## config.mk

```make
export PLATFORM = sky130hd
export DESIGN_NAME = textmap_ctrl_flat
export DESIGN_NICKNAME = d
export VERILOG_FILES = /design/src/rtl/textmap_ctrl_if.sv /design/src/rtl/textmap_ctrl.sv /design/src/flat_wrapper.sv
export SDC_FILE = /design/constraint.sdc
export NUM_CORES = 1
export LEC_CHECK = 0
export ABC_AREA = 1
export ABC_CLOCK_PERIOD_IN_PS = 2300
export CAP_MARGIN = 10
export CORE_MARGIN = 3
export CORE_UTILIZATION = 50
export DETAILED_ROUTE_END_ITERATION = 12
export HOLD_SLACK_MARGIN = 0.12
export PLACE_DENSITY_LB_ADDON = 0.1
export SLEW_MARGIN = 20
export SYNTH_ARGS = -nofsm -noshare
export SYNTH_HDL_FRONTEND = slang
export SYNTH_SLANG_ARGS = --single-unit
```

## constraint.sdc

```tcl
create_clock -name clk_sys -period 2.3 [get_ports clk_sys]
set_input_delay 0.46 -clock clk_sys [delete_from_list [all_inputs] [get_ports clk_sys]]
set_output_delay 0.46 -clock clk_sys [all_outputs]
set_load 0.05 [all_outputs]
```

## src/rtl/textmap_ctrl_if.sv

```systemverilog
// Bus bundle for textmap_ctrl: CPU access port, engine command port and text map RAM port.
// The slave modport is the controller's view; master is the surrounding system.
interface textmap_ctrl_if #(
  parameter int TRAM_AW = 11,
  parameter int TRAM_DW = 32
);
  logic               cpu_req;
  logic               cpu_we;
  logic [TRAM_AW-1:0] cpu_addr;
  logic [TRAM_DW-1:0] cpu_wdata;
  logic               cpu_ack;
  logic [TRAM_DW-1:0] cpu_rdata;
  logic               cmd_valid;
  logic [1:0]         cmd_op;
  logic [7:0]         cmd_row;
  logic               cmd_ready;
  logic               busy;
  logic               done;
  logic [TRAM_AW-1:0] tram_addr;
  logic               tram_we;
  logic               tram_re;
  logic [TRAM_DW-1:0] tram_wdata;
  logic [TRAM_DW-1:0] tram_rdata;

  modport master (
    output cpu_req, cpu_we, cpu_addr, cpu_wdata, cmd_valid, cmd_op, cmd_row, tram_rdata,
    input  cpu_ack, cpu_rdata, cmd_ready, busy, done, tram_addr, tram_we, tram_re, tram_wdata
  );

  modport slave (
    input  cpu_req, cpu_we, cpu_addr, cpu_wdata, cmd_valid, cmd_op, cmd_row, tram_rdata,
    output cpu_ack, cpu_rdata, cmd_ready, busy, done, tram_addr, tram_we, tram_re, tram_wdata
  );
endinterface

```

## src/rtl/textmap_ctrl.sv

```systemverilog
// Text map RAM controller: arbitrates one RAM port between CPU accesses and a clear/scroll engine.
// Define TEXTMAP_CPU_PRIORITY_EN to make the CPU win every contention (no fairness pointer).
module textmap_ctrl #(
  parameter int                 TRAM_AW    = 11,
  parameter int                 TRAM_DW    = 32,
  parameter int                 TEXT_W     = 84,
  parameter int                 TEXT_H     = 24,
  parameter logic [TRAM_DW-1:0] CLEAR_WORD = {TRAM_DW{1'b0}}
) (
  input  logic          clk_sys,
  input  logic          rst_sys_n,
  textmap_ctrl_if.slave bus
);

  localparam logic [TRAM_AW-1:0] LAST_ADDR = TRAM_AW'(TEXT_W * TEXT_H - 1);
  localparam logic [TRAM_AW-1:0] ROW_W     = TRAM_AW'(TEXT_W);
  localparam logic [TRAM_AW-1:0] ONE_A     = TRAM_AW'(1);

  typedef enum logic [2:0] {
    ST_IDLE = 3'd0,
    ST_CLR  = 3'd1,
    ST_SRD  = 3'd2,
    ST_SWT  = 3'd3,
    ST_SWR  = 3'd4,
    ST_DONE = 3'd5
  } state_t;

  state_t             state_r, state_s;
  logic [TRAM_AW-1:0] dst_r, dst_s, src_r, src_s, end_r, end_s;
  logic [TRAM_DW-1:0] hold_r, hold_s;
  logic [TRAM_AW-1:0] row_base_s;
  logic               cpu_ack_r, cpu_rd_r;
  logic [TRAM_DW-1:0] rdata_r;
  logic [TRAM_AW-1:0] addr_r;
  logic [TRAM_DW-1:0] wdata_r;
  logic               cpu_req_s, eng_req_s, eng_we_s, grant_cpu_s, grant_eng_s;
  logic [TRAM_AW-1:0] eng_addr_s;
  logic [TRAM_DW-1:0] eng_wdata_s;
`ifndef TEXTMAP_CPU_PRIORITY_EN
  logic               fair_cpu_r, fair_cpu_s;
`endif

  // Arbiter: CPU request is masked during its own ack cycle
  always_comb begin
    cpu_req_s = bus.cpu_req & ~cpu_ack_r;
    eng_req_s = (state_r == ST_CLR) | (state_r == ST_SRD) | (state_r == ST_SWR);
`ifdef TEXTMAP_CPU_PRIORITY_EN
    grant_cpu_s = cpu_req_s;
`else
    fair_cpu_s = fair_cpu_r;
    if (cpu_req_s && eng_req_s) begin
      grant_cpu_s = fair_cpu_r;
      fair_cpu_s  = ~fair_cpu_r;
    end else begin
      grant_cpu_s = cpu_req_s;
    end
`endif
    grant_eng_s = eng_req_s & ~grant_cpu_s;
  end

  // RAM port mux; address and write data hold their last value when nothing is granted
  always_comb begin
    eng_we_s    = (state_r != ST_SRD);
    eng_addr_s  = (state_r == ST_SRD) ? src_r : dst_r;
    eng_wdata_s = (state_r == ST_SWR) ? hold_r : CLEAR_WORD;
    bus.tram_we = grant_cpu_s ? bus.cpu_we  : (grant_eng_s & eng_we_s);
    bus.tram_re = grant_cpu_s ? ~bus.cpu_we : (grant_eng_s & ~eng_we_s);
    if (grant_cpu_s) begin
      bus.tram_addr = bus.cpu_addr;
    end else if (grant_eng_s) begin
      bus.tram_addr = eng_addr_s;
    end else begin
      bus.tram_addr = addr_r;
    end
    if (grant_cpu_s && bus.cpu_we) begin
      bus.tram_wdata = bus.cpu_wdata;
    end else if (grant_eng_s && eng_we_s) begin
      bus.tram_wdata = eng_wdata_s;
    end else begin
      bus.tram_wdata = wdata_r;
    end
    bus.cpu_ack   = cpu_ack_r;
    bus.cpu_rdata = cpu_rd_r ? bus.tram_rdata : rdata_r;
    bus.cmd_ready = (state_r == ST_IDLE);
    bus.busy      = (state_r != ST_IDLE);
    bus.done      = (state_r == ST_DONE);
  end

  // Engine next-state: dst walks the destination, src trails one row below while scrolling
  always_comb begin
    state_s    = state_r;
    dst_s      = dst_r;
    src_s      = src_r;
    end_s      = end_r;
    hold_s     = hold_r;
    row_base_s = TRAM_AW'(bus.cmd_row) * ROW_W;
    case (state_r)
      ST_IDLE: begin
        if (bus.cmd_valid) begin
          case (bus.cmd_op)
            2'd0: begin
              state_s = ST_CLR;
              dst_s   = {TRAM_AW{1'b0}};
              end_s   = LAST_ADDR;
            end
            2'd1: begin
              if (bus.cmd_row < 8'(TEXT_H)) begin
                state_s = ST_CLR;
                dst_s   = row_base_s;
                end_s   = row_base_s + ROW_W - ONE_A;
              end else begin
                state_s = ST_DONE;
              end
            end
            2'd2: begin
              state_s = ST_SRD;
              dst_s   = {TRAM_AW{1'b0}};
              src_s   = ROW_W;
            end
            default: state_s = ST_DONE;
          endcase
        end else begin
          state_s = ST_IDLE;
        end
      end
      ST_CLR: begin
        if (grant_eng_s) begin
          if (dst_r == end_r) begin
            state_s = ST_DONE;
          end else begin
            dst_s = dst_r + ONE_A;
          end
        end else begin
          state_s = ST_CLR;
        end
      end
      ST_SRD: begin
        if (grant_eng_s) begin
          state_s = ST_SWT;
        end else begin
          state_s = ST_SRD;
        end
      end
      ST_SWT: begin
        hold_s  = bus.tram_rdata;
        state_s = ST_SWR;
      end
      ST_SWR: begin
        if (grant_eng_s) begin
          dst_s = dst_r + ONE_A;
          src_s = src_r + ONE_A;
          if (src_r == LAST_ADDR) begin
            state_s = ST_CLR;
            end_s   = LAST_ADDR;
          end else begin
            state_s = ST_SRD;
          end
        end else begin
          state_s = ST_SWR;
        end
      end
      ST_DONE: state_s = ST_IDLE;
      default: state_s = ST_IDLE;
    endcase
  end

  // Engine state and counters
  always_ff @(posedge clk_sys or negedge rst_sys_n) begin
    if (!rst_sys_n) begin
      state_r <= ST_IDLE;
      dst_r   <= {TRAM_AW{1'b0}};
      src_r   <= {TRAM_AW{1'b0}};
      end_r   <= {TRAM_AW{1'b0}};
      hold_r  <= {TRAM_DW{1'b0}};
    end else begin
      state_r <= state_s;
      dst_r   <= dst_s;
      src_r   <= src_s;
      end_r   <= end_s;
      hold_r  <= hold_s;
    end
  end

  // CPU ack/read-data tracking and RAM port hold registers
  always_ff @(posedge clk_sys or negedge rst_sys_n) begin
    if (!rst_sys_n) begin
      cpu_ack_r <= 1'b0;
      cpu_rd_r  <= 1'b0;
      rdata_r   <= {TRAM_DW{1'b0}};
      addr_r    <= {TRAM_AW{1'b0}};
      wdata_r   <= {TRAM_DW{1'b0}};
    end else begin
      cpu_ack_r <= grant_cpu_s;
      cpu_rd_r  <= grant_cpu_s & ~bus.cpu_we;
      rdata_r   <= cpu_rd_r ? bus.tram_rdata : rdata_r;
      addr_r    <= bus.tram_addr;
      wdata_r   <= bus.tram_wdata;
    end
  end

`ifndef TEXTMAP_CPU_PRIORITY_EN
  // Fairness pointer: set means the CPU wins the next contention
  always_ff @(posedge clk_sys or negedge rst_sys_n) begin
    if (!rst_sys_n) begin
      fair_cpu_r <= 1'b1;
    end else begin
      fair_cpu_r <= fair_cpu_s;
    end
  end
`endif

endmodule

```

## src/flat_wrapper.sv

```systemverilog
// flat-port wrapper written by rule: the top's interface ports become plain ports
module textmap_ctrl_flat 
#(
  parameter int                 TRAM_AW    = 11,
  parameter int                 TRAM_DW    = 32,
  parameter int                 TEXT_W     = 84,
  parameter int                 TEXT_H     = 24,
  parameter logic [TRAM_DW-1:0] CLEAR_WORD = {TRAM_DW{1'b0}}
)
  (clk_sys, rst_sys_n, bus_cpu_req, bus_cpu_we, bus_cpu_addr, bus_cpu_wdata, bus_cmd_valid, bus_cmd_op, bus_cmd_row, bus_tram_rdata, bus_cpu_ack, bus_cpu_rdata, bus_cmd_ready, bus_busy, bus_done, bus_tram_addr, bus_tram_we, bus_tram_re, bus_tram_wdata);
  textmap_ctrl_if #(.TRAM_AW(TRAM_AW), .TRAM_DW(TRAM_DW)) bus_i ();
  input  logic clk_sys;
  input  logic rst_sys_n;
  input wire logic [$bits(bus_i.cpu_req)-1:0] bus_cpu_req;
  input wire logic [$bits(bus_i.cpu_we)-1:0] bus_cpu_we;
  input wire logic [$bits(bus_i.cpu_addr)-1:0] bus_cpu_addr;
  input wire logic [$bits(bus_i.cpu_wdata)-1:0] bus_cpu_wdata;
  input wire logic [$bits(bus_i.cmd_valid)-1:0] bus_cmd_valid;
  input wire logic [$bits(bus_i.cmd_op)-1:0] bus_cmd_op;
  input wire logic [$bits(bus_i.cmd_row)-1:0] bus_cmd_row;
  input wire logic [$bits(bus_i.tram_rdata)-1:0] bus_tram_rdata;
  output wire logic [$bits(bus_i.cpu_ack)-1:0] bus_cpu_ack;
  output wire logic [$bits(bus_i.cpu_rdata)-1:0] bus_cpu_rdata;
  output wire logic [$bits(bus_i.cmd_ready)-1:0] bus_cmd_ready;
  output wire logic [$bits(bus_i.busy)-1:0] bus_busy;
  output wire logic [$bits(bus_i.done)-1:0] bus_done;
  output wire logic [$bits(bus_i.tram_addr)-1:0] bus_tram_addr;
  output wire logic [$bits(bus_i.tram_we)-1:0] bus_tram_we;
  output wire logic [$bits(bus_i.tram_re)-1:0] bus_tram_re;
  output wire logic [$bits(bus_i.tram_wdata)-1:0] bus_tram_wdata;
  assign bus_i.cpu_req = bus_cpu_req;
  assign bus_i.cpu_we = bus_cpu_we;
  assign bus_i.cpu_addr = bus_cpu_addr;
  assign bus_i.cpu_wdata = bus_cpu_wdata;
  assign bus_i.cmd_valid = bus_cmd_valid;
  assign bus_i.cmd_op = bus_cmd_op;
  assign bus_i.cmd_row = bus_cmd_row;
  assign bus_i.tram_rdata = bus_tram_rdata;
  assign bus_cpu_ack = bus_i.cpu_ack;
  assign bus_cpu_rdata = bus_i.cpu_rdata;
  assign bus_cmd_ready = bus_i.cmd_ready;
  assign bus_busy = bus_i.busy;
  assign bus_done = bus_i.done;
  assign bus_tram_addr = bus_i.tram_addr;
  assign bus_tram_we = bus_i.tram_we;
  assign bus_tram_re = bus_i.tram_re;
  assign bus_tram_wdata = bus_i.tram_wdata;
  textmap_ctrl #(.TRAM_AW(TRAM_AW), .TRAM_DW(TRAM_DW), .TEXT_W(TEXT_W), .TEXT_H(TEXT_H), .CLEAR_WORD(CLEAR_WORD)) u_core (.clk_sys(clk_sys), .rst_sys_n(rst_sys_n), .bus(bus_i));
endmodule
```

# Word-level counts from Yosys, hierarchy flattened
# Index checks and enable logic that the tools add are counted.
# Widths: inputs -> output; s select.
# totals
register_bits	146
input_bits	90
out_inout_bits	81
word_cells	97
# op_classes
add_sub_neg	4
mul	1
magnitude_cmp	1
eq_ne	20
mux	36
bitwise	12
reduce_logical	12
# op_table
cell	n
$mux 11	15
$mux 32	4
$pmux 11 s2	4
$pmux 11 s3	1
$add 11x1->11 const B	2
$mux 3	5
$pmux 3 s5	1
$add 11x7->11 const B	1
$eq 11x11->1	1
$eq 11x11->1 const B	1
$sub 11x1->11 const B	1
$mul 8x5->9 const B	1
$ne 3x2->1 const B	3
$pmux 3 s3	1
$lt 8x5->1 const B	1
$reduce_and 7->1	1
$eq 3x2->1 const B	2
$eq 3x3->1 const B	2
$ne 2x1->1 const B	3
$ne 2x2->1 const B	3
$reduce_and 6->1	1
$reduce_bool 3->1	2
$and 1x1->1	5
$not 1->1	5
14 further kinds	20

# Depth between registers and ports, before layout
# depth
depth_word	10
ltp_mapped	18
depth_no_buf	18

# Worst setup path after synthesis
# Ideal clock, no wire load.
# synth_timing
path_kind	input-to-reg
startpoint	in bus_cmd_row[3]
endpoint	reg u_core.end_r[10]
setup_ps	113
arrival_time_ps	2579
required_time_ps	2187
setup_slack_ps	-391
cell_stages	18
n_path_buf	0
cell_sequence	ha_1 > ha_1 > inv_1 > fa_1 > inv_1 > ha_1 > nand2_1 > inv_1 > nand2_1 > nand2_1 > nor2_1 > inv_1 > nand2_1 > nand2_1 > nand2_1 > nand3_1 > nand2_1 > inv_1
# synth_between
elab_chain_cells	7
word_cells_on_any_way	10
cone_classes	add/sub: 2; mul: 1; order compare: 1; eq/ne: 1; mux: 4; reduce/logical: 1
# synth_rtl
element	line_no	source
start: declaration	flat_wrapper.sv:20	input wire logic [$bits(bus_i.cmd_row)-1:0] bus_cmd_row;
$mul 8x5->9	textmap_ctrl.sv:96	row_base_s = TRAM_AW'(bus.cmd_row) * ROW_W;
$add 11x7->11	textmap_ctrl.sv:110	end_s = row_base_s + ROW_W - ONE_A;
$sub 11x1->11	textmap_ctrl.sv:110	
$mux 11	textmap_ctrl.sv:107	if (bus.cmd_row < 8'(TEXT_H)) begin
$pmux 11 s2	textmap_ctrl.sv:100	case (bus.cmd_op)
$mux 11	textmap_ctrl.sv:99	if (bus.cmd_valid) begin
$pmux 11 s2	textmap_ctrl.sv:97	case (state_r)
end signal: assignment	textmap_ctrl.sv:173	end_r <= {TRAM_AW{1'b0}};
end signal: assignment	textmap_ctrl.sv:179	end_r <= end_s;
end: declaration	textmap_ctrl.sv:29	logic [TRAM_AW-1:0] dst_r, dst_s, src_r, src_s, end_r, end_s;
# Parallel ways exist; a longest one is shown, timed or not. The select of a mux whose other input is x is not followed.
# A chain may end at the register's enable or synchronous reset.

# Worst setup path after layout
# layout_timing
startpoint	reg u_core.state_r[1]
endpoint	out bus_tram_addr[1]
# layout_between
elab_chain_cells	9
word_cells_on_any_way	12
cone_classes	eq/ne: 3; mux: 4; bitwise: 4; reduce/logical: 1
# layout_rtl
element	line_no	source
start: declaration	textmap_ctrl.sv:28	state_t state_r, state_s;
start signal: assignment	textmap_ctrl.sv:176	state_r <= state_s;
$eq 3x1->1 / $eq 3x2->1 (equally long branches)	textmap_ctrl.sv:46, textmap_ctrl.sv:64	
$or 1x1->1 (2 in series)	textmap_ctrl.sv:46	eng_req_s = (state_r == ST_CLR) | (state_r == ST_SRD) | (state_r == ST_SWR);
$logic_and 1x1->1	textmap_ctrl.sv:51	if (cpu_req_s && eng_req_s) begin
$mux 1	textmap_ctrl.sv:51	
$not 1->1	textmap_ctrl.sv:58	grant_eng_s = eng_req_s & ~grant_cpu_s;
$and 1x1->1	textmap_ctrl.sv:58	
$mux 11	textmap_ctrl.sv:70	end else if (grant_eng_s) begin
$mux 11 (*)	textmap_ctrl.sv:68	if (grant_cpu_s) begin
end: declaration	flat_wrapper.sv:27	output wire logic [$bits(bus_i.tram_addr)-1:0] bus_tram_addr;
# Every way passes the cells marked *; elsewhere a longest branch is shown, timed or not.

==> run metrics <==
multiplexer share of the synthesized area 0%; syn_nets 1,005; Total Routing Usage GR 28.8%; clock buffer depth 2; die height 126 um; antenna violations before repair 1; post-route minimum period 2.67 ns; Post-Synth Simple-Gate Area 26.7%; Worst R2R Path Depth 14; vias post-DR 7,394; Compound-Gate Fraction of Synth Area 9.39%; largest net degree at the start of global routing 48; Max-slew headroom 62.8%; reg2reg setup slack 0.22 ns; worst min path class reg -> reg; Synth Area in Adders 3.60%; Slew Viols, Final 0; Vias/cell 5.47; Async SR Flop Fraction 100%; # IOs 171; drt wl/cell 18.5 um; Leak 5.77 nW; RSZ-0062 raised after global routing true; Final period util 116%; Synth Register Bits 145; Syn Inst Count 896; Syn. warnings 0; synthesized area 7220 um2; remaining antenna violation count 0; Detail Placement HPWL 14.8 mm; Die Wd 126 um; EDFF count, synth 0; PD cells 1740 nW/um2; largest family of logic cells by synthesized area simple AND/OR/NAND/NOR gates; post-layout net count 1,269; dpl cells 1,275; n_diodes 0; DRC Markers 0; drt initial violations 556; Core Area 14,000 um2; Post-Synthesis Mean Instance Area 8.06 um2; number of CTS-inserted buffers 17; final setup vio count 45; routed wire length 25.0 mm; Initial Util 51.6%; sequential cell area fraction in the yosys report 50.3%; crit-path cells nor2_4 > nand2_4 > nand3_4 > nand2_4 > nand2_8 > buf_12 > buf_12 > buf_6 > nor2_2 > a41oi_2 > buf_6; Worst-path clk slew 0.06 ns; Max Cap Viol 0; WP data arrival 2.21 ns; Fmax 375 MHz; most common cell after layout, fill and taps aside nand2_1; CTS tree done; Crit path required time 1.84 ns; vias in the first global route 7,470; Netlist cell types 40; grt ovf 0; clock sinks 145; crit path max fanout 5; IO buf count 170; Cell Count, Final, Fillers Out 1,352; Max Clock Skew 0.0140 ns; Peak VDD IR 0.00130 V; hold depth 2; share of cells above drive strength 1 33.2%; failing checks negative setup slack; drt pass-1 iters 7; Root Driver clkbuf_16; final setup margin -0.366 ns; Critical Path Start Type flip-flop; Rows 43; clk_lat worst skew 0.44 ns; Die Area 15,900 um2; most frequent cells in the layout nand2_1, dfrtp_1, buf_4; Largest stage delay, worst path 0.47 ns; Place WS -0.882 ns; routability cong. 0.879; first-pass GRT wire length 36.8 mm; slowest CP cell dfrtp_2; status complete, but fails checks; xor and xnor fraction of the mapped netlist area 2.06%; Worst-Margin Slew 0.556 ns; top_reg_cell synth dfrtp_1; Worst Setup End Kind output pin; final setup TNS -13.41 ns; H-tree depth 4; Setup CP Type reg -> out; Area Growth Syn to Fin 67.0%; Hold Fails Final Rpt 0; hold_ws 0.486 ns
-- power breakdown --
part / total [W] / internal, W / switching [W]
clock: 0.00298 / 0.00185 / 0.00113
combinational: 0.0135 / 0.00570 / 0.00779
sequential: 0.00450 / 0.00372 / 0.000775
total: 0.0210 / 0.0113 / 0.00969
-- final timing paths --
| check | to | startpoint |
|---|---|---|
| min in group asynchronous | u_core.end_r[1] | rst_sys_n |
| worst max register to register | u_core.dst_r[2] | u_core.state_r[1] |
| worst max-delay path | bus_tram_addr[1] | u_core.state_r[1] |
| max in group asynchronous | u_core.wdata_r[20] | rst_sys_n |
| worst min-delay path | u_core.hold_r[24] | u_core.hold_r[24] |
| worst min register to register | u_core.hold_r[24] | u_core.hold_r[24] |
-- state kept, by name, summed over array words and instances (netlist names) --
signal and count:
u_core.src_r 11, u_core.hold_r 32, u_core.fair_cpu_r 1, u_core.rdata_r 32
u_core.dst_r 11, u_core.bus.cpu_ack 1, u_core.state_r 3, u_core.cpu_rd_r 1
u_core.end_r 10, u_core.wdata_r 32, u_core.addr_r 11
-- per-stage QoR --
stage | power, W | instance area (um2) | util (%)
CTS | 0.0196 | 11500 | 82.5
global route | 0.0218 | 12100 | 86.2
global placement | 0.0149 | 10200 | 72.9
finish | 0.0210 | 12100 | 86.2
detailed placement | 0.0151 | 10200 | 72.9
floorplan | 0.0107 | 7600 | -
-- cell families (layout without fill, tap and decap cells) --
| kind of cell | count (synthesis) | after routing |
|---|---|---|
| AO/OA/AOI/OAI | 125 | 125 |
| flip-flops | 145 | 145 |
| XOR/XNOR | 17 | 17 |
| buffers and inverters | 137 | 413 |
| AND/OR/NAND/NOR | 453 | 453 |
| adder cells (fa/ha/maj) | 19 | 19 |
-- routing by layer --
metal | global-route usage, % | part of all wire, % | wire, um | up-vias
met3 | 10.1 | 7.6 | 1900 | 91
li1 | - | - | - | 3397
met1 | 33.8 | 37 | 9350 | 3580
met5 | 0 | 0.052 | 13 | -
met4 | 12.6 | 4.4 | 1100 | 2
met2 | 47.8 | 51 | 12600 | 324
-- cell usage after synthesis (2+ instances only) --
library cell  instances  area (um2)
nand3b_1              2        15.0
a21oi_1              53         265
o21ai_1               2        10.0
nor2_2                3        18.8
nand2_2               7        43.8
buf_4                 6        45.0
a41oi_1               7        61.3
nand3_2               2        20.0
dfrtp_1             144        3600
nand2_1             242         908
nand4_1               2        12.5
clkbuf_1             18        67.6
nand3_1              95         475
or2_2                 4        25.0
buf_6                 3        33.8
xnor2_1              12         105
inv_2                 6        22.5
a31oi_1               6        37.5
nor2_1               85         319
fa_1                  3        60.1
xor2_1                5        43.8
clkinv_1              2        7.51
buf_1                 3        11.3
clkbuf_2              2        10.0
ha_1                 16         200
buf_2                 6        30.0
o21ai_0              50         250
nand2_4               2        22.5
inv_1                90         338
o21ai_2               2        17.5
nor2_4                2        22.5
nor3_1                6        30.0
-- final cells by class --
type / count / area [um2]
timing repair inverter: 1 / 7.51
clock buffer: 19 / 443
tap: 180 / 225
timing repair buffer: 282 / 3320
fill: 719 / 1930
multi-input combinational: 614 / 3860
clock inverter: 12 / 181
sequential: 145 / 3630
inverter: 99 / 392
-- critical path, delay by kind of cell (launching register included) --
| family | cells | cell delay, ns |
|---|---|---|
| AO/OA/AOI/OAI | 1 | 0.24 |
| buffers and inverters | 4 | 0.53 |
| flip-flops | 1 | 0.47 |
| AND/OR/NAND/NOR | 6 | 0.53 |
-- timing repair --
action                                 CTS  global route
gates resized for setup                138            89
setup buffers                           25            18
endpoints found under the hold margin   42             0
cloned                                   3             3
hold buffers                             1             0
setup endpoints to repair               53            59
pin swaps                               20            26
Note: power is estimated with default switching activity, not from simulation.
==> variant 1, RTL diff (config.mk and constraints unchanged) <==
Encoding of `state_t`: now one-hot (6 bits for 6 states).
--- a/src/rtl/textmap_ctrl.sv
+++ b/src/rtl/textmap_ctrl.sv
@@ -16,13 +16,13 @@
   localparam logic [TRAM_AW-1:0] ROW_W     = TRAM_AW'(TEXT_W);
   localparam logic [TRAM_AW-1:0] ONE_A     = TRAM_AW'(1);
 
-  typedef enum logic [2:0] {
-    ST_IDLE = 3'd0,
-    ST_CLR  = 3'd1,
-    ST_SRD  = 3'd2,
-    ST_SWT  = 3'd3,
-    ST_SWR  = 3'd4,
-    ST_DONE = 3'd5
+  typedef enum logic [5:0] {
+    ST_IDLE = 6'b000001,
+    ST_CLR  = 6'b000010,
+    ST_SRD  = 6'b000100,
+    ST_SWT  = 6'b001000,
+    ST_SWR  = 6'b010000,
+    ST_DONE = 6'b100000
   } state_t;
 
   state_t             state_r, state_s;
Formal check against the unedited RTL: same outputs for any inputs over 4 cycles, from zero or initial values and one cycle with rst_sys_n low; so few cycles prove little.
==> variant 1 against the original RTL <==
  * The flow still finishes with violations (negative setup slack)
  * Count of clock-buffer cells in the layout shrank 1
  * Global-route usage shrank 0.26 points
  * Via count shrank 1.6%
  * Design area shrank 1.0%
  * Setup slack lost 0.020 ns
  * Routed wire length shrank 8.6%
  * Synthesized area grew 3.2%
  * Sequential cell count grew 3
  * Critical endpoint is now bus_tram_wdata[12]
  * Largest cell class unchanged
Power is not compared: it rests on default switching activity, and its combinational part moved more than twofold at a synthesized area within 25%.
==> variant 1: results (changes against the original RTL) <==
- M1 GR Usage: 34.8% (+0.94 points)
- R2R depth: 9 (-5)
- Hold Crit Class: input port to register
- Largest net degree at the start of global routing: 67 (+40%)
- Actual slew at the worst max-slew pin: 0.594 ns (+0.0385 ns)
- Hold path depth: 3 (+1)
- Final Wtd Congestion: 0.883 (+0.47%)
- WHS Endpoint: u_core.end_r[3]$_DFFE_PN0P_
- FF-to-FF setup slack: 0.17 ns (-0.05 ns)
- Critical hold path startpoint: bus_cmd_row[1]
- Met3 Use GR: 10.2% (+0.073 points)
- Worst Slack Setup Final: -0.386 ns (-0.0199 ns)
- First-pass GRT wire length: 36.8 mm (+0.15%)
- Gr usage total: 28.5% (-0.26 points)
- Routed WL: 22.9 mm (-8.6%)
- Vias in the first global route: 7387 (-1.1%)
- Setup TNS Final: -14.41 ns (-0.995 ns)
- DRC marker count from the first detailed-route iteration: 505 (-9.2%)
- Total iterations of the first detailed-routing run: 5 (-2)
- Clk_lat worst skew: 0.42 ns (-0.02 ns)
- Antenna violations before repair: 0 (-1)
- Worst-path maximum fanout: 11 (+6)
- Top cells by area, synth: dfrtp_1 49%, nand2_1 12%, nand3_1 6.0%
- Most instantiated cells after synthesis: 231 x nand2_1, 146 x dfrtp_1, 97 x inv_1, 89 x nand3_1, 74 x nor2_1
- WP data arrival: 2.23 ns (+0.02 ns)
- Dpl hpwl: 15.6 mm (+5.2%)
- Met2 wire length: 11.4 mm (-9.8%)
- Status: finished with violations
- Failing checks: negative setup slack
- Final setup fails: 45 (unchanged)
- Share of layout cells above drive strength 1: 27.7% (-5.5 points)
## variant 1: cell types whose count changed in the layout (fill, tap and decap cells not counted), moves of 16 or more
| cell | change |
|---|---|
| buf_12 | +30 |
| buf_8 | -30 |
| buf_4 | -23 |
| nand2_2 | -17 |
| a22oi_1 | +16 |
## variant 1: final cells by class
| type | instances | area (um^2) |
|---|---|---|
| Multi-Input combinational cell | 625 | 3720 |
| Sequential cell | 148 | 3710 |
| Timing Repair Buffer | 262 | 3280 |
| Fill cell | 823 | 2270 |
| Clock buffer | 18 | 439 |
| Inverter | 102 | 393 |
| Tap cell | 180 | 225 |
| Clock inverter | 13 | 171 |
## variant 1: kinds of logic after synthesis
group,count (synthesis)
adders and majority gates,19
and+or+nand+nor,434
xor gates and xnor gates,21
AOI/OAI and AO/OA,150
DFF,148
buffers and inverters,142
## variant 1: per-stage QoR
| stage | cell area (um^2) | setup WS, ns | power [mW] | std cells | hold WS (ns) |
|---|---|---|---|---|---|
| floorplan | 7810 | -0.254 | 7.24 | 914 | 0.164 |
| global placement | 10800 | -0.861 | 9.70 | 1299 | 0.462 |
| detailed placement | 10800 | -0.980 | 9.83 | 1299 | 0.474 |
| CTS | 11700 | -0.370 | 13.0 | 1341 | 0.407 |
| global route | 11900 | -0.494 | 13.7 | 1348 | 0.417 |
| finish | 11900 | -0.386 | 13.1 | 1348 | 0.429 |
## variant 1: tightest hold or removal path: stages
cell and delay, ns:
buf_2 0.12, inv_1 0.13, a21oi_1 0.09
## variant 1: power by group through the flow
stage	Combinational, mW	Clock, mW	Sequential (mW)
6_report	6.23	2.90	3.96
2_1_floorplan	3.42	0	3.81
5_1_grt	6.64	3.05	4.04
3_3_place_gp	5.76	0	3.94
3_5_place_dp	5.86	0	3.97
4_1_cts	6.11	2.92	3.95
## variant 1: worst max-delay path by stage
| stage | from | end | cells past startpoint | slack [ns] |
|---|---|---|---|---|
| after floorplan | u_core.state_r[5]$_DFFE_PN0P_ | bus_tram_wdata[0] | 10 | -0.25 |
| after global placement | bus_cmd_row[3] | u_core.end_r[10]$_DFFE_PN0P_ | 13 | -0.86 |
| after detailed placement | bus_cmd_row[3] | u_core.end_r[10]$_DFFE_PN0P_ | 17 | -0.98 |
| after CTS | u_core.state_r[3]$_DFFE_PN0P_ | bus_tram_wdata[1] | 8 | -0.37 |
| after global routing | u_core.state_r[1]$_DFFE_PN0P_ | bus_tram_wdata[12] | 13 | -0.49 |
| final | u_core.state_r[3]$_DFFE_PN0P_ | bus_tram_wdata[12] | 12 | -0.39 |
## variant 1: timing repair
item,4_1_cts,5_1_grt
setup endpoints to repair,56,73
resized for setup,89,32
hold endpoints to repair,55,0
cloned,1,1
pin swaps,22,11
buffers inserted,9,6
hold buffers,1,0
==> variant 2, RTL diff (same settings) <==
Without the edit above. `TRAM_DW` is set to 32 in 3 places; all go to 16.
--- a/src/rtl/textmap_ctrl_if.sv
+++ b/src/rtl/textmap_ctrl_if.sv
@@ -2,7 +2,7 @@
 // The slave modport is the controller's view; master is the surrounding system.
 interface textmap_ctrl_if #(
   parameter int TRAM_AW = 11,
-  parameter int TRAM_DW = 32
+  parameter int TRAM_DW = 16
 );
   logic               cpu_req;
   logic               cpu_we;
--- a/src/rtl/textmap_ctrl.sv
+++ b/src/rtl/textmap_ctrl.sv
@@ -2,7 +2,7 @@
 // Define TEXTMAP_CPU_PRIORITY_EN to make the CPU win every contention (no fairness pointer).
 module textmap_ctrl #(
   parameter int                 TRAM_AW    = 11,
-  parameter int                 TRAM_DW    = 32,
+  parameter int                 TRAM_DW    = 16,
   parameter int                 TEXT_W     = 84,
   parameter int                 TEXT_H     = 24,
   parameter logic [TRAM_DW-1:0] CLEAR_WORD = {TRAM_DW{1'b0}}
--- a/src/flat_wrapper.sv
+++ b/src/flat_wrapper.sv
@@ -2,7 +2,7 @@
 module textmap_ctrl_flat 
 #(
   parameter int                 TRAM_AW    = 11,
-  parameter int                 TRAM_DW    = 32,
+  parameter int                 TRAM_DW    = 16,
   parameter int                 TEXT_W     = 84,
   parameter int                 TEXT_H     = 24,
   parameter logic [TRAM_DW-1:0] CLEAR_WORD = {TRAM_DW{1'b0}}
Interface: changed (resized bus_cpu_rdata, bus_cpu_wdata, bus_tram_rdata and bus_tram_wdata); port bits go from 171 to 107. No check against the original RTL was run, so the function may have changed too.
==> variant 2 against the original RTL <==
  * The run still ends with negative setup slack left
  * Utilization decreased by 5.3 points
  * Sequential cell count is 48 lower
  * Routed wire length decreased by 31%
  * Clock skew up 0.0076 ns
  * Largest cell class unchanged
  * Global-route usage fell by 0.85 points
  * Setup slack improved by 0.067 ns
  * Maximum frequency rose by 2.6%
  * Highest routed layer is now met4
  * Total power is 37% lower
  * Synthesized area is 26% lower
  * Critical path type unchanged
  * Design area is 30% lower
==> variant 2: results (changes against the original RTL) <==
- Status: finished with violations
- Failing checks: negative setup slack
- Clk_lat worst skew: 0.39 ns (-0.05 ns)
- Placed instance count: 974 (-24%)
- DRC marker count from the first detailed-route iteration: 463 (-17%)
- Final setup fails: 31 (-31%)
- Port Buffers: 106 (-38%)
- Synth Area in XOR/XNOR: 3.44% (+1.4 points)
- Largest regs: u_core.hold_r x16, u_core.rdata_r x16, u_core.wdata_r x16
- Highest-delay cell along the critical path: dfrtp_1
- Crit-path max cell delay: 0.44 ns (-0.03 ns)
- Dpl hpwl: 11.7 mm (-21%)
- Worst Slack Setup Final: -0.299 ns (+0.0672 ns)
- Vias in the first global route: 5350 (-28%)
- Largest net degree at the start of global routing: 41 (-15%)
- Gr usage total: 27.9% (-0.85 points)
- First-pass GRT wire length: 26.0 mm (-29%)
- VDD IR max: 1.20 mV (-7.2%)
- Post-synthesis sequential area ratio: 45.4% (-4.9 points)
- Combinational power share: 69.4% (+5.1 points)
- Routed WL: 17.3 mm (-31%)
- Most instantiated cells after synthesis: 176 x nand2_1, 96 x dfrtp_1, 90 x nand3_1, 77 x inv_1, 60 x nor2_1
- Post-cts resize count: 106 (-23%)
- RR Endpoint: u_core.wdata_r[12]$_DFF_PN0_
- Synth Area in Adders: 4.86% (+1.3 points)
- Actual slew at the worst max-slew pin: 0.573 ns (+0.0172 ns)
- Critical path endpoint: bus_tram_wdata[8]
- Critical hold path startpoint: bus_cmd_row[1]
- Num CTS Buffers: 9 (-8)
- GR Util met2: 46.1% (-1.7 points)
- Top cells by area, synth: dfrtp_1 45%, nand2_1 12%, nand3_1 8.4%
- R2R depth: 12 (-2)
- WP data arrival: 2.14 ns (-0.07 ns)
- Seq pwr share: 22.2% (+0.7 points)
- H-tree Lvls: 3 (-1)
- Setup TNS Final: -7.99 ns (+5.42 ns)
- Static leakage: 4.00 nW (-31%)
- Internal power: 6.81 mW (-40%)
- Setup Skew: 0.0216 ns (+0.00761 ns)
- Total iterations of the first detailed-routing run: 5 (-2)
- FF-to-FF setup slack: 0.36 ns (+0.14 ns)
- Final nets: 943 (-26%)
- Worst-path maximum fanout: 17 (+12)
- Share of layout cells above drive strength 1: 30.4% (-2.8 points)
- Syn Nets: 775 (-23%)
==> variant 2: cells by family after synthesis <==
kind of cell	after synthesis
XOR/XNOR	21
AO/OA/AOI/OAI	96
flip-flops	97
adder cells (fa/ha/maj)	19
AND/OR/NAND/NOR	355
buffers and inverters	110
==> variant 2: cell type report <==
cell class              count  area, um^2
clock buffers              11         141
clock inverters             5        45.0
fillers                   648        1990
inverters                  84         320
multi-input cells         491        3140
flip-flops and latches     97        2430
well taps                 136         170
repair buffers            183        2140
==> variant 2: through the flow <==
stage          total power, mW  setup WS (ns)  hold slack [ns]
3_3_place_gp              10.8         -0.869            0.468
6_report                  13.2         -0.299            0.457
3_5_place_dp              11.0         -0.960            0.473
5_1_grt                   13.8         -0.372            0.447
4_1_cts                   12.7         -0.245            0.431
2_1_floorplan             7.53         -0.199            0.164
==> variant 2: per-layer routing <==
metal | share of wire [%] | up-vias
met5 | 0 | -
met3 | 7.5 | 52
met1 | 40 | 2628
met4 | 3.1 | 0
li1 | - | 2597
met2 | 49 | 257
